## src/rtl/deconv_col_accum.sv

```systemverilog
// Transposed-convolution column engine: one feature column x one weight column per beat, overlap-added at stride S and saturating-accumulated over C channels.
// The result is valid 1 cycle after the last beat and held (o_ready=0) until the consumer takes it; one dead cycle per group.
module deconv_col_accum #(
  parameter int SIZE_OF_WEIGHT  = 5,
  parameter int SIZE_OF_FEATURE = 2,
  parameter int PIX_WIDTH       = 8,
  parameter int STRIDE_MAX      = 2,
  parameter int MAX_CHNL        = 256,
  parameter int ACC_WIDTH       = 24,
  parameter int REG_WIDTH       = 32,
  parameter int N_PIX_OUT       = (SIZE_OF_FEATURE-1)*STRIDE_MAX+SIZE_OF_WEIGHT
) (
  input  logic                           i_clk,
  input  logic                           i_rst_n,
  input  logic [REG_WIDTH-1:0]           i_param_cfg_stride,
  input  logic [REG_WIDTH-1:0]           i_param_cfg_chnl,
  input  logic [PIX_WIDTH*SIZE_OF_WEIGHT-1:0]  i_weight_col,
  input  logic [PIX_WIDTH*SIZE_OF_FEATURE-1:0] i_feature_map_col,
  input  logic                           i_valid,
  output logic                           o_ready,
  output logic                           en_prcs_new_chnl,
  output logic [ACC_WIDTH*N_PIX_OUT-1:0] o_cmpl_deconv_col,
  output logic                           o_valid,
  input  logic                           i_ready,
  output logic                           o_sat,
  output logic [$clog2(MAX_CHNL)-1:0]    o_chnl_idx
);
  localparam int K  = SIZE_OF_WEIGHT;
  localparam int F  = SIZE_OF_FEATURE;
  localparam int P  = PIX_WIDTH;
  localparam int A  = ACC_WIDTH;
  localparam int SB = $clog2(STRIDE_MAX+1);
  localparam int CW = $clog2(MAX_CHNL);
  // Headroom so one beat's lane sum plus the old accumulator never wraps before clipping.
  localparam int SW = A + $clog2(F+1) + 2;
  localparam logic signed [SW-1:0] SAT_HI = {{(SW-A+1){1'b0}}, {(A-1){1'b1}}};
  localparam logic signed [SW-1:0] SAT_LO = {{(SW-A+1){1'b1}}, {(A-1){1'b0}}};

  typedef enum logic [1:0] {IDLE, ACCUM, HOLD} state_t;

  state_t              state, state_nx;
  logic [SB-1:0]       s_q, s_in, s_eff;
  logic [CW-1:0]       c_last_q, c_last_in, cnt_q;
  logic signed [A-1:0] acc_q  [N_PIX_OUT];
  logic signed [A-1:0] acc_nx [N_PIX_OUT];
  logic signed [2*P-1:0] prod;
  logic signed [SW-1:0]  lane, base, tot;
  logic sat_q, en_q, clip_any, accept, first, last_beat;

  assign o_ready          = (state != HOLD);
  assign o_valid          = (state == HOLD);
  assign accept           = i_valid && o_ready;
  assign first            = (state == IDLE);
  assign s_eff            = first ? s_in : s_q;
  assign last_beat        = first ? (c_last_in == '0) : (cnt_q == c_last_q);
  assign en_prcs_new_chnl = en_q;
  assign o_sat            = sat_q;
  assign o_chnl_idx       = cnt_q;

  always_comb begin
    if (i_param_cfg_stride == '0)                          s_in = SB'(1);
    else if (i_param_cfg_stride > REG_WIDTH'(STRIDE_MAX))  s_in = SB'(STRIDE_MAX);
    else                                                   s_in = SB'(i_param_cfg_stride);
    if (i_param_cfg_chnl == '0)                            c_last_in = '0;
    else if (i_param_cfg_chnl > REG_WIDTH'(MAX_CHNL))      c_last_in = CW'(MAX_CHNL-1);
    else                                                   c_last_in = CW'(i_param_cfg_chnl - REG_WIDTH'(1));
  end

  always_comb begin
    state_nx = state;
    case (state)
      IDLE, ACCUM: if (accept) state_nx = last_beat ? HOLD : ACCUM;
      HOLD:        if (i_ready) state_nx = IDLE;
      default:     state_nx = IDLE;
    endcase
  end

  // Gather form of the overlap-add: lane j collects every (f,k) with f*S+k == j.
  always_comb begin
    clip_any = 1'b0;
    prod     = '0;
    lane     = '0;
    base     = '0;
    tot      = '0;
    acc_nx   = '{default: '0};
    for (int j = 0; j < N_PIX_OUT; j++) begin
      lane = '0;
      for (int f = 0; f < F; f++) begin
        for (int k = 0; k < K; k++) begin
          if (f*int'(s_eff) + k == j) begin
            prod = $signed(i_feature_map_col[f*P +: P]) * $signed(i_weight_col[k*P +: P]);
            lane = lane + {{(SW-2*P){prod[2*P-1]}}, prod};
          end
        end
      end
      base = first ? '0 : {{(SW-A){acc_q[j][A-1]}}, acc_q[j]};
      tot  = base + lane;
      if (tot > SAT_HI) begin
        acc_nx[j] = SAT_HI[A-1:0];
        clip_any  = 1'b1;
      end else if (tot < SAT_LO) begin
        acc_nx[j] = SAT_LO[A-1:0];
        clip_any  = 1'b1;
      end else begin
        acc_nx[j] = tot[A-1:0];
      end
    end
  end

  always_comb begin
    o_cmpl_deconv_col = '0;
    for (int j = 0; j < N_PIX_OUT; j++) o_cmpl_deconv_col[j*A +: A] = acc_q[j];
  end

  always_ff @(posedge i_clk or negedge i_rst_n) begin
    if (!i_rst_n) begin
      state    <= IDLE;
      s_q      <= SB'(1);
      c_last_q <= '0;
      cnt_q    <= '0;
      sat_q    <= 1'b0;
      en_q     <= 1'b0;
      acc_q    <= '{default: '0};
    end else begin
      state <= state_nx;
      en_q  <= accept && !last_beat;
      if (accept) begin
        acc_q <= acc_nx;
        sat_q <= (first ? 1'b0 : sat_q) | clip_any;
        if (first) begin
          s_q      <= s_in;
          c_last_q <= c_last_in;
          cnt_q    <= last_beat ? '0 : CW'(1);
        end else if (!last_beat) begin
          cnt_q <= cnt_q + CW'(1);
        end
      end else if (state == HOLD && i_ready) begin
        acc_q <= '{default: '0};
        sat_q <= 1'b0;
        cnt_q <= '0;
      end
    end
  end
endmodule

```

## config.mk

```make
export PLATFORM = sky130hd
export DESIGN_NAME = deconv_col_accum
export DESIGN_NICKNAME = d
export VERILOG_FILES = /design/src/rtl/deconv_col_accum.sv
export SDC_FILE = /design/constraint.sdc
export NUM_CORES = 2
export LEC_CHECK = 0
export CAP_MARGIN = 10
export CORE_UTILIZATION = 65
export CTS_BUF_LIST = sky130_fd_sc_hd__clkbuf_8
export CTS_CLUSTER_SIZE = 30
export DETAILED_ROUTE_END_ITERATION = 10
export GPL_TIMING_DRIVEN = 0
export HOLD_SLACK_MARGIN = 0.1
export PLACE_DENSITY_LB_ADDON = 0.2
export SKIP_LAST_GASP = 1
export SYNTH_ARGS = -nofsm -noshare
export SYNTH_HDL_FRONTEND = slang
export SYNTH_SLANG_ARGS = --single-unit
```

## constraint.sdc

```tcl
create_clock -name i_clk -period 11.7 [get_ports i_clk]
set_input_delay 2.925 -clock i_clk [delete_from_list [all_inputs] [get_ports i_clk]]
set_output_delay 2.925 -clock i_clk [all_outputs]
set_load 0.02 [all_outputs]
```

==> impl_metrics.py <==
metrics = {
    "timing": {
        "slew-limit-headroom_pct": 9.39,
        "worstMarginPinSlew_ns": 1.35,
        "clock_skew_ns": 0.0328,
        "finalCritPeriodShare_pct": 124,
        "rsz0062_at_grt": "yes",
        "slew_violations": 0,
        "max_clock_freq_mhz": 69.1,
        "finalSetupTns_ns": -355.84,
        "final_hold_viol_count": 0,
        "setup_viol": 168,
        "fin_crit_ns": 14.47,
        "setup_slack_ns": -2.77,
    },
    "synthesis": {
        "ys_warn_count": 0,
        "yosysUniqueCellTypes": 103,
        "async_flop_share_pct": 100,
        "synth_edf_count": 0,
        "synth-seq-area-share_pct": 7.41,
        "ys_seq_elements": 190,
        "synth_area_sq_um": 64100,
        "synth.avg_cell_area_sq_um": 8.07,
        "netlist_instances": 7948,
        "ys.flop_type": "dfrtp_1",
    },
    "cts": {
        "htreeDepth": 4,
        "cts_tree": "yes",
        "cts_buffers": 17,
        "clkLatencyLatePin_ns": 0.63,
        "cts_root_buffer": "clkbuf_8",
        "cts_hold_repair.buffers": 0,
        "cts_sinks": 190,
        "clock_path_buffers": 2,
        "path_clk_slew_ns": 0.14,
    },
    "outcome": {
        "violations": "negative setup slack",
        "status": "finished with violations",
    },
    "finish": {
        "layout_commonest_cell": "inv_1",
        "layout_common_cells": "908 x inv_1, 803 x ha_1, 568 x fa_1",
        "nNetsFinal": 10100,
        "syn_to_final_growth_pct": 15.9,
        "drive_gt1_share_pct": 10.3,
        "nFillCells": 7165,
        "stdcell_area_sq_um": 74300,
    },
    "detailed_routing": {
        "vias": 63000,
        "first_pass_iters": 9,
        "viasPerCell": 6.43,
        "antenna_left": 0,
        "dr.first_iter.drc_count": 6340,
        "wl_mm": 231,
        "drc_errors": 0,
        "wl_per_cell_microns": 23.6,
    },
    "run": {
        "max_cap_violations": 0,
    },
    "worst_hold_path": {
        "hold_path_class": "reg -> reg",
    },
    "setup_path": {
        "crit_family": "compound AO/OA/AOI/OAI gates",
        "critPathArrivalTime_ns": 15.00,
        "slowest_delay_ns": 0.52,
        "critPathCaptureType": "flip-flop",
        "crit_type": "in -> reg",
        "critical_path_buf_inv_count": 6,
        "start_kind": "input pin",
        "cp_max_fo": 10,
        "required_ns": 12.22,
        "cpMaxStageDelayCell": "fa_1",
    },
    "global_routing": {
        "antenna_found_initial": 20,
        "grt.overflow.total": 0,
        "gr-usage-all-layers_pct": 44.9,
        "grt_pass1_wl_mm": 345,
        "grt_pass1_vias": 61100,
        "grt_max_degree": 111,
    },
    "placement": {
        "gp_congestion": 1.05,
        "placed_cell_area_sq_um": 70300,
        "io_buffers": 287,
        "place_hpwl_mm": 179,
    },
    "floorplanning": {
        "ioPinCount": 304,
        "die-area_sq_um": 99900,
        "rows": 114,
        "dieWidth_microns": 316,
        "floorplan.initialDensity_pct": 65.9,
        "core_sq_um": 97300,
        "die_h_microns": 316,
    },
}
[layer usage]
metal,vias up,global-route usage (%),routed length [microns]
li1,28400,-,-
met1,30100,56.8,87100
met2,3512,67.9,97800
met3,898,12.0,28100
met4,16,28.4,17900
met5,-,0,116
[through the flow]
step                util, %  hold slack, ns  setup slack [ns]  instances
floorplan                 -           0.462             -1.87       7991
global placement       71.9           0.482             -5.49       9554
detailed placement     72.3           0.491             -5.54       9572
CTS                    74.9           0.520             -2.58       9709
global route           76.4           0.537             -3.11       9779
finish                 76.4           0.518             -2.77       9784
[synthesized netlist by cell type, types with 23 or more instances]
cell type  instances  area share [%]
mux2_2            52            0.91
buf_1             31            0.18
and3_1            47            0.46
and2_1           566             5.5
nand3_1           88            0.69
a21o_1           300             3.5
nor4_1            34            0.33
clkbuf_1         250             1.5
xnor2_1          494             6.7
a211oi_1          89             1.0
o31ai_1           38            0.44
nand2_1          553             3.2
a31oi_1           60            0.59
inv_1            925             5.4
o21ai_0          367             2.9
o211ai_1          28            0.33
o22ai_1           25            0.24
nor2b_1           53            0.52
nor2_1           453             2.7
nand4_1           30            0.29
nand2b_1         146             1.4
xor2_1           185             2.5
fa_1             576              18
o21a_1           102             1.2
ha_1             887              17
or2_2             23            0.22
o21bai_1         127             1.5
or3_1             47            0.46
dfrtp_1          189             7.4
a21oi_1          579             4.5
a221o_1          156             2.4
nor3_1           100            0.78
[cell type report]
type | instances | area (sq um) | share of cell area, %
Multi-Input combinational cell | 6575 | 57700 | 77.6
Clock inverter | 15 | 185 | 0.249
Clock buffer | 17 | 234 | 0.315
Antenna cell | 13 | 32.5 | 0.0438
Sequential cell | 190 | 4760 | 6.40
Tap cell | 1276 | 1600 | 2.15
Timing Repair Buffer | 473 | 4570 | 6.15
Inverter | 925 | 3470 | 4.68
Buffer | 300 | 1790 | 2.41
[cell families (layout without fill, tap and decap cells)]
| family | Yosys count | after routing | share of synthesized area [%] |
|---|---|---|---|
| AND/OR/NAND/NOR | 2198 | 2198 | 17.3 |
| AO/OA/AOI/OAI | 2112 | 2112 | 22.0 |
| adder cells (fa/ha/maj) | 1463 | 1463 | 35.3 |
| buffers and inverters | 1226 | 1730 | 7.23 |
| XOR/XNOR | 684 | 684 | 9.44 |
| flip-flops | 190 | 190 | 7.41 |
| multiplexers | 73 | 73 | 1.25 |
| other | 2 | 58 | 0.0117 |
[worst register-to-register path: cells and delay by family, from the launching register on]
family                   cells  cell delay, ns
AND/OR/NAND/NOR              8            2.13
XOR/XNOR                     5            0.92
multiplexers                 2            0.73
adder cells (fa/ha/maj)      5            1.61
AO/OA/AOI/OAI               25            4.69
flip-flops                   1            0.48
buffers and inverters        5            2.00
[state kept, by name, summed over array words and instances, names as in the netlist]
register,flops
o_sat,1
o_chnl_idx,8
c_last_q,8
o_cmpl_deconv_col,168
state,2
en_prcs_new_chnl,1
s_q,2
[final timing paths]
kind,from,end,slack (ns),depth (start not counted)
worst max-delay path,i_weight_col[4],o_sat$_DFFE_PN0P_,-2.77,57
worst min-delay path,c_last_q[6]$_DFFE_PN0P_,c_last_q[6]$_DFFE_PN0P_,0.52,2
worst max register to register,state[0]$_DFFE_PN0P_,o_cmpl_deconv_col[99]$_DFFE_PN0P_,-0.90,50
worst min register to register,c_last_q[6]$_DFFE_PN0P_,c_last_q[6]$_DFFE_PN0P_,0.52,2
max in group asynchronous,i_rst_n,o_cmpl_deconv_col[136]$_DFFE_PN0P_,8.28,2
min in group asynchronous,i_rst_n,o_cmpl_deconv_col[43]$_DFFE_PN0P_,2.28,1
[repair_timing]
action | CTS | global route
cloned | 1 | 3
pin swaps | 107 | 143
endpoints found under the setup margin | 169 | 169
buffers inserted | 104 | 60
gates resized for setup | 427 | 230
Power is left out: the tool's default activity adds up to more than one toggle a clock period on the data nets, which glitch-free logic cannot reach.
